File: config.mk
export PLATFORM = sky130hd
export DESIGN_NAME = line_drawer_flat
export DESIGN_NICKNAME = d
export VERILOG_FILES = /design/src/rtl/line_drawer_if.sv /design/src/rtl/line_drawer.sv /design/src/flat_wrapper.sv
export SDC_FILE = /design/constraint.sdc
export NUM_CORES = 1
export LEC_CHECK = 0
export BUFFER_PORTS_ARGS = -buffer_cell sky130_fd_sc_hd__buf_2
export CAP_MARGIN = 10
export CORE_MARGIN = 2
export CORE_UTILIZATION = 55
export DETAILED_ROUTE_END_ITERATION = 8
export PLACE_DENSITY = 0.73
export SYNTH_ARGS = -nofsm -noshare
export SYNTH_HDL_FRONTEND = slang
export SYNTH_SLANG_ARGS = --single-unit
File: constraint.sdc
create_clock -name clk -period 5.4 [get_ports clk]
set_input_delay 0 -clock clk [delete_from_list [all_inputs] [get_ports clk]]
set_output_delay 0 -clock clk [all_outputs]
set_load 0.1 [all_outputs]
File: src/rtl/line_drawer_if.sv
// Request/pixel bundle between the task FSM, the line drawer and the VGA adapter.
// The drawer takes the slave modport; the requesting side takes the master modport.
interface line_drawer_if;
  logic       start;
  logic [7:0] x0;
  logic [6:0] y0;
  logic [7:0] x1;
  logic [6:0] y1;
  logic [2:0] colour;
  logic       done;
  logic [7:0] vga_x;
  logic [6:0] vga_y;
  logic [2:0] vga_colour;
  logic       vga_plot;

  modport master (
    output start, x0, y0, x1, y1, colour,
    input  done, vga_x, vga_y, vga_colour, vga_plot
  );

  modport slave (
    input  start, x0, y0, x1, y1, colour,
    output done, vga_x, vga_y, vga_colour, vga_plot
  );
endinterface

File: src/rtl/line_drawer.sv
// Bresenham line drawer, all octants, one pixel per clock to the VGA adapter.
// Optional macro LINE_DRAWER_CLIP_EN suppresses vga_plot for off-screen pixels.
module line_drawer #(
  parameter int SCREEN_W = 160,
  parameter int SCREEN_H = 120
) (
  input  logic         clk,
  input  logic         rst_n,
  line_drawer_if.slave io_bus
);

  typedef enum logic [1:0] {
    IDLE = 2'd0,
    INIT = 2'd1,
    DRAW = 2'd2,
    DONE = 2'd3
  } state_t;

`ifdef LINE_DRAWER_CLIP_EN
  localparam logic CLIP_EN = 1'b1;
`else
  localparam logic CLIP_EN = 1'b0;
`endif

  state_t             r_state, w_state_nxt;
  logic [7:0]         r_cur_x, w_cur_x_nxt, r_end_x, w_end_x_nxt;
  logic [6:0]         r_cur_y, w_cur_y_nxt, r_end_y, w_end_y_nxt;
  logic [2:0]         r_colour, w_colour_nxt;
  logic signed [10:0] r_dx, w_dx_nxt, r_dy, w_dy_nxt, r_err, w_err_nxt;
  logic               r_sx_neg, w_sx_neg_nxt, r_sy_neg, w_sy_neg_nxt;
  logic               r_done, w_done_nxt;
  logic [7:0]         r_vga_x, w_vga_x_nxt;
  logic [6:0]         r_vga_y, w_vga_y_nxt;
  logic [2:0]         r_vga_colour, w_vga_colour_nxt;
  logic               r_vga_plot, w_draw_nxt;

  logic signed [10:0] w_cx, w_cy, w_ex, w_ey, w_ddx, w_ddy, w_adx, w_ady, w_e2;
  logic [7:0]         w_step_x;
  logic [6:0]         w_step_y;
  logic signed [10:0] w_step_err;
  logic               w_in_bounds, w_plot_gate;

  // 11-bit signed views of the current point and endpoint; every intermediate fits without overflow
  assign w_cx  = {3'b000, r_cur_x};
  assign w_cy  = {4'b0000, r_cur_y};
  assign w_ex  = {3'b000, r_end_x};
  assign w_ey  = {4'b0000, r_end_y};
  assign w_ddx = w_ex - w_cx;
  assign w_ddy = w_ey - w_cy;
  assign w_adx = w_ddx[10] ? -w_ddx : w_ddx;
  assign w_ady = w_ddy[10] ? -w_ddy : w_ddy;
  assign w_e2  = {r_err[9:0], 1'b0};

  assign w_in_bounds = ({24'd0, w_vga_x_nxt} < 32'(SCREEN_W)) &&
                       ({25'd0, w_vga_y_nxt} < 32'(SCREEN_H));
  assign w_plot_gate = w_in_bounds | ~CLIP_EN;

  // One Bresenham step; x and y updates may both fire and their error terms add
  always_comb begin
    w_step_x   = r_cur_x;
    w_step_y   = r_cur_y;
    w_step_err = r_err;
    if (w_e2 >= r_dy) begin
      w_step_x   = r_sx_neg ? (r_cur_x - 8'd1) : (r_cur_x + 8'd1);
      w_step_err = r_err + r_dy;
    end else begin
      w_step_x   = r_cur_x;
    end
    if (w_e2 <= r_dx) begin
      w_step_y   = r_sy_neg ? (r_cur_y - 7'd1) : (r_cur_y + 7'd1);
      w_step_err = w_step_err + r_dx;
    end else begin
      w_step_y   = r_cur_y;
    end
  end

  // Next-state and next-output logic
  always_comb begin
    w_state_nxt      = r_state;
    w_cur_x_nxt      = r_cur_x;
    w_cur_y_nxt      = r_cur_y;
    w_end_x_nxt      = r_end_x;
    w_end_y_nxt      = r_end_y;
    w_colour_nxt     = r_colour;
    w_dx_nxt         = r_dx;
    w_dy_nxt         = r_dy;
    w_err_nxt        = r_err;
    w_sx_neg_nxt     = r_sx_neg;
    w_sy_neg_nxt     = r_sy_neg;
    w_done_nxt       = r_done;
    w_vga_x_nxt      = r_vga_x;
    w_vga_y_nxt      = r_vga_y;
    w_vga_colour_nxt = r_vga_colour;
    w_draw_nxt       = 1'b0;
    case (r_state)
      IDLE: begin
        if (io_bus.start) begin
          w_state_nxt  = INIT;
          w_cur_x_nxt  = io_bus.x0;
          w_cur_y_nxt  = io_bus.y0;
          w_end_x_nxt  = io_bus.x1;
          w_end_y_nxt  = io_bus.y1;
          w_colour_nxt = io_bus.colour;
        end else begin
          w_state_nxt  = IDLE;
        end
      end
      INIT: begin
        w_state_nxt      = DRAW;
        w_dx_nxt         = w_adx;
        w_dy_nxt         = -w_ady;
        w_sx_neg_nxt     = ~(w_cx < w_ex);
        w_sy_neg_nxt     = ~(w_cy < w_ey);
        w_err_nxt        = w_adx - w_ady;
        w_vga_x_nxt      = r_cur_x;
        w_vga_y_nxt      = r_cur_y;
        w_vga_colour_nxt = r_colour;
        w_draw_nxt       = 1'b1;
      end
      DRAW: begin
        if ((r_cur_x == r_end_x) && (r_cur_y == r_end_y)) begin
          w_state_nxt = DONE;
          w_done_nxt  = 1'b1;
        end else begin
          w_state_nxt = DRAW;
          w_cur_x_nxt = w_step_x;
          w_cur_y_nxt = w_step_y;
          w_err_nxt   = w_step_err;
          w_vga_x_nxt = w_step_x;
          w_vga_y_nxt = w_step_y;
          w_draw_nxt  = 1'b1;
        end
      end
      DONE: begin
        if (!io_bus.start) begin
          w_state_nxt = IDLE;
          w_done_nxt  = 1'b0;
        end else begin
          w_state_nxt = DONE;
          w_done_nxt  = 1'b1;
        end
      end
      default: begin
        w_state_nxt = IDLE;
        w_done_nxt  = 1'b0;
      end
    endcase
  end

  // State and output registers; reset aborts any line in progress
  always_ff @(posedge clk or negedge rst_n) begin
    if (!rst_n) begin
      r_state      <= IDLE;
      r_cur_x      <= 8'd0;
      r_cur_y      <= 7'd0;
      r_end_x      <= 8'd0;
      r_end_y      <= 7'd0;
      r_colour     <= 3'd0;
      r_dx         <= 11'sd0;
      r_dy         <= 11'sd0;
      r_err        <= 11'sd0;
      r_sx_neg     <= 1'b0;
      r_sy_neg     <= 1'b0;
      r_done       <= 1'b0;
      r_vga_x      <= 8'd0;
      r_vga_y      <= 7'd0;
      r_vga_colour <= 3'd0;
      r_vga_plot   <= 1'b0;
    end else begin
      r_state      <= w_state_nxt;
      r_cur_x      <= w_cur_x_nxt;
      r_cur_y      <= w_cur_y_nxt;
      r_end_x      <= w_end_x_nxt;
      r_end_y      <= w_end_y_nxt;
      r_colour     <= w_colour_nxt;
      r_dx         <= w_dx_nxt;
      r_dy         <= w_dy_nxt;
      r_err        <= w_err_nxt;
      r_sx_neg     <= w_sx_neg_nxt;
      r_sy_neg     <= w_sy_neg_nxt;
      r_done       <= w_done_nxt;
      r_vga_x      <= w_vga_x_nxt;
      r_vga_y      <= w_vga_y_nxt;
      r_vga_colour <= w_vga_colour_nxt;
      r_vga_plot   <= w_draw_nxt & w_plot_gate;
    end
  end

  assign io_bus.done       = r_done;
  assign io_bus.vga_x      = r_vga_x;
  assign io_bus.vga_y      = r_vga_y;
  assign io_bus.vga_colour = r_vga_colour;
  assign io_bus.vga_plot   = r_vga_plot;

endmodule

File: src/flat_wrapper.sv
// flat-port wrapper written by rule: the top's interface ports become plain ports
module line_drawer_flat 
#(
  parameter int SCREEN_W = 160,
  parameter int SCREEN_H = 120
)
  (clk, rst_n, io_bus_start, io_bus_x0, io_bus_y0, io_bus_x1, io_bus_y1, io_bus_colour, io_bus_done, io_bus_vga_x, io_bus_vga_y, io_bus_vga_colour, io_bus_vga_plot);
  line_drawer_if io_bus_i ();
  input  logic clk;
  input  logic rst_n;
  input wire logic [$bits(io_bus_i.start)-1:0] io_bus_start;
  input wire logic [$bits(io_bus_i.x0)-1:0] io_bus_x0;
  input wire logic [$bits(io_bus_i.y0)-1:0] io_bus_y0;
  input wire logic [$bits(io_bus_i.x1)-1:0] io_bus_x1;
  input wire logic [$bits(io_bus_i.y1)-1:0] io_bus_y1;
  input wire logic [$bits(io_bus_i.colour)-1:0] io_bus_colour;
  output wire logic [$bits(io_bus_i.done)-1:0] io_bus_done;
  output wire logic [$bits(io_bus_i.vga_x)-1:0] io_bus_vga_x;
  output wire logic [$bits(io_bus_i.vga_y)-1:0] io_bus_vga_y;
  output wire logic [$bits(io_bus_i.vga_colour)-1:0] io_bus_vga_colour;
  output wire logic [$bits(io_bus_i.vga_plot)-1:0] io_bus_vga_plot;
  assign io_bus_i.start = io_bus_start;
  assign io_bus_i.x0 = io_bus_x0;
  assign io_bus_i.y0 = io_bus_y0;
  assign io_bus_i.x1 = io_bus_x1;
  assign io_bus_i.y1 = io_bus_y1;
  assign io_bus_i.colour = io_bus_colour;
  assign io_bus_done = io_bus_i.done;
  assign io_bus_vga_x = io_bus_i.vga_x;
  assign io_bus_vga_y = io_bus_i.vga_y;
  assign io_bus_vga_colour = io_bus_i.vga_colour;
  assign io_bus_vga_plot = io_bus_i.vga_plot;
  line_drawer #(.SCREEN_W(SCREEN_W), .SCREEN_H(SCREEN_H)) u_core (.clk(clk), .rst_n(rst_n), .io_bus(io_bus_i));
endmodule
==> metrics.yaml <==
cells_and_area:
  layout_commonest_cell: "dfrtp_1"
  areaGrowthSynthToFinish_pct: 14.6
  layout-drive-gt1-share_pct: 13.6
  n_antenna_cell: 0
  final_nets: 1002
  layout_common_cells: "dfrtp_1 (89), ha_1 (80), inv_1 (67)"
  fillCellCount: 1088
min_path:
  min_path_type: "in2reg"
critical_path:
  crit_end: "u_core.r_err[8]"
  crit_chain: "inv_1 > ha_1 > inv_1 > fa_1 > a211o_1 > o21ai_1 > xnor2_1 > o21ba_2 > a31o_2 > o21ai_0 > nand2_1 > ha_1 > a21oi_1 > nor2b_1 > a311o_1 > xor2_1 > a221oi_1 > a21oi_1"
  crit_arrival_ns: 4.58
  max_stage_delay_ns: 0.44
  critPathKind: "reg2reg"
  r2r_slack_ns: 1.05
  critPathBufInv: 2
  cp_top_family: "compound AO/OA/AOI/OAI gates"
  rr_startpoint: "u_core.r_end_y[0]"
  required_ns: 5.63
  regToRegEndpoint: "u_core.r_err[8]"
  critical_path.endpoint_type: "flop"
  crit_start: "u_core.r_end_y[0]"
  path_depth: 18
  cp_slowest_cell: "fa_1"
  crit_fanout: 6
  reg2reg_depth: 18
  crit_path_start_kind: "flop"
sta:
  fin_tns_setup_ns: 0
  fmax_ghz: 0.230
  rsz0062_at_grt: "no"
  setup_violations: 0
  slew_viol_final: 0
  min_period_ns: 4.35
  max_slew_margin_pct: 26.7
  tightest_slew_ns: 1.10
  fin_crit_sh_pct: 80.5
  skew_ns: 0.0112
  hold_viol_final: 0
placement:
  portBuffers: 55
  place_hpwl_mm: 14.3
  place_congestion: 0.956
synthesis:
  synth_edf_count: 0
  synth_flop_cell: "dfrtp_1"
  synthesis.area_um2: 7130
  synth_cell_types: 69
  ys_warn_count: 0
  syn_nets: 926
  postSynthAreaPerCell_um2: 8.87
  ys_seq_area_share_pct: 31.3
  postSynthCellCount: 803
  async_flop_share_pct: 100
  ys_seq_elements: 89
clocking:
  clkSlewWorstSetupHoldPaths_ns: 0.07
  cts_tree: "done"
  htree_levels: 3
  cts.sinks: 89
  clk_latency_ns: 0.35
  cts-buffers-inserted: 9
  root_buffer: "clkbuf_16"
  cts_resized: 0
  clk_path_buf_depth: 2
detailed_routing:
  drt_wl_total_mm: 18.5
  route.detailed.drc: 0
  drt_iter0_markers: 406
  viasPerCell: 5.90
  vias: 6229
  wl_per_cell_um: 17.6
  drt-pass1-iter-count: 5
  postRouteAntennaNets: 0
floorplanning:
  initial_core_util_pct: 56.5
  die_h_um: 118
  rows: 41
  die_w_um: 118
  die_area_um2: 13900
  core_um2: 12600
  io_pins: 56
grt:
  grt_pass1_vias: 6321
  grt_use_total_pct: 27.3
  grt_max_degree: 61
  grt_pass1_wl_mm: 30.6
  overflow: 0
  antenna_found_initial: 0
status:
  status: "completed"
run:
  cap_violations: 0
worst min-delay path: cells and delay by family:
family | cells | cell delay, ns
AOI/OAI and AO/OA | 2 | 0.23
buffers and inverters | 1 | 0.08
per-stage QoR:
step / setup WS, ns / utilization (%) / hold slack, ns / area, um^2 / instances
floorplan: 1.51 / - / -0.296 / 7130 / 803
global placement: 1.31 / 59.7 / -0.0592 / 7540 / 1009
detailed placement: 1.15 / 59.7 / -0.0579 / 7540 / 1009
CTS: 1.10 / 64.7 / 0.00587 / 8170 / 1055
global route: 0.754 / 64.7 / 0.0251 / 8170 / 1055
finish: 1.05 / 64.7 / 0.00803 / 8170 / 1055
repair_timing:
action                                 CTS  global route
endpoints found under the hold margin   61             0
buffers inserted                         0             0
hold buffers                            31             0
Yosys cell counts, drive strengths merged, types with 3 or more instances:
| cell | instances | area (um^2) |
|---|---|---|
| or2 | 4 | 25.0 |
| nor2b | 20 | 125 |
| a22oi | 11 | 82.6 |
| a21o | 17 | 129 |
| o2bb2ai | 3 | 26.3 |
| buf | 8 | 47.5 |
| a22o | 4 | 36.3 |
| clkbuf | 17 | 63.8 |
| nor2 | 58 | 218 |
| nand4 | 6 | 37.5 |
| fa | 7 | 140 |
| mux2 | 36 | 405 |
| dfrtp | 89 | 2230 |
| or3 | 7 | 43.8 |
| o21ai | 64 | 320 |
| nor3 | 12 | 60.1 |
| a31oi | 9 | 56.3 |
| xor2 | 16 | 140 |
| o21a | 12 | 90.1 |
| nand2b | 3 | 18.8 |
| o21ba | 3 | 30.0 |
| nor4 | 5 | 31.3 |
| o22ai | 5 | 31.3 |
| o311ai | 3 | 33.8 |
| o211ai | 12 | 90.1 |
| mux2i | 6 | 60.1 |
| a21boi | 3 | 22.5 |
| and2 | 5 | 31.3 |
| nand2 | 62 | 233 |
| ha | 80 | 1000 |
| nand3 | 16 | 80.1 |
| xnor2 | 36 | 315 |
| o31ai | 7 | 52.6 |
| inv | 67 | 251 |
| a21oi | 57 | 289 |
state kept, by name (all words and copies together) (netlist names):
register and count:
u_core.r_dy 11, u_core.r_end_y 7, u_core.r_sy_neg 1, u_core.r_colour 3
u_core.r_sx_neg 1, u_core.io_bus.vga_plot 1, u_core.r_dx 11, u_core.io_bus.done 1
u_core.r_cur_y 7, u_core.io_bus.vga_y 7, u_core.io_bus.vga_x 8, u_core.r_err 10
u_core.r_cur_x 8, u_core.r_end_x 8, u_core.io_bus.vga_colour 3, u_core.r_state 2
final cells by class:
cell class	instances	area (um^2)	area share (%)
Tap cell	172	215	2.64
Clock inverter	5	78.8	0.965
Timing Repair Buffer	90	618	7.57
Multi-Input combinational cell	622	4540	55.5
Inverter	67	251	3.08
Clock buffer	10	239	2.93
Sequential cell	89	2230	27.3
worst min-delay path by stage:
stage,startpoint,endpoint,depth (start not counted)
2_1_floorplan,rst_n,u_core.io_bus.done,0
3_3_place_gp,rst_n,u_core.r_dy[5],1
3_5_place_dp,rst_n,u_core.r_dy[5],1
4_1_cts,io_bus_y0[1],u_core.r_cur_y[1],3
5_1_grt,io_bus_x0[0],u_core.r_cur_x[0],3
6_report,io_bus_y0[6],u_core.r_cur_y[6],3
per-layer routing:
metal / track usage (%) / part of all wire, % / wire [um] / vias to the layer above
met5: 0 / 0 / 0 / -
met4: 16.3 / 5.5 / 1020 / 0
met3: 4.07 / 4.1 / 761 / 58
met2: 45.7 / 47 / 8690 / 175
met1: 33.3 / 44 / 8070 / 2986
li1: - / - / - / 3010
kinds of logic (layout without fill, tap and decap cells):
logic type	count (synthesis)	after routing	share of synthesized area, %
simple gates	209	209	13.9
other cells	1	1	0.0526
xor+xnor	52	52	6.39
fa+ha+maj	87	87	16.0
mux	42	42	6.53
compound gates	231	231	20.7
buf+inv	92	172	5.09
flops	89	89	31.3
Power is left out: the tool's default activity adds up to more than one toggle a clock period on the data nets, which glitch-free logic cannot reach.
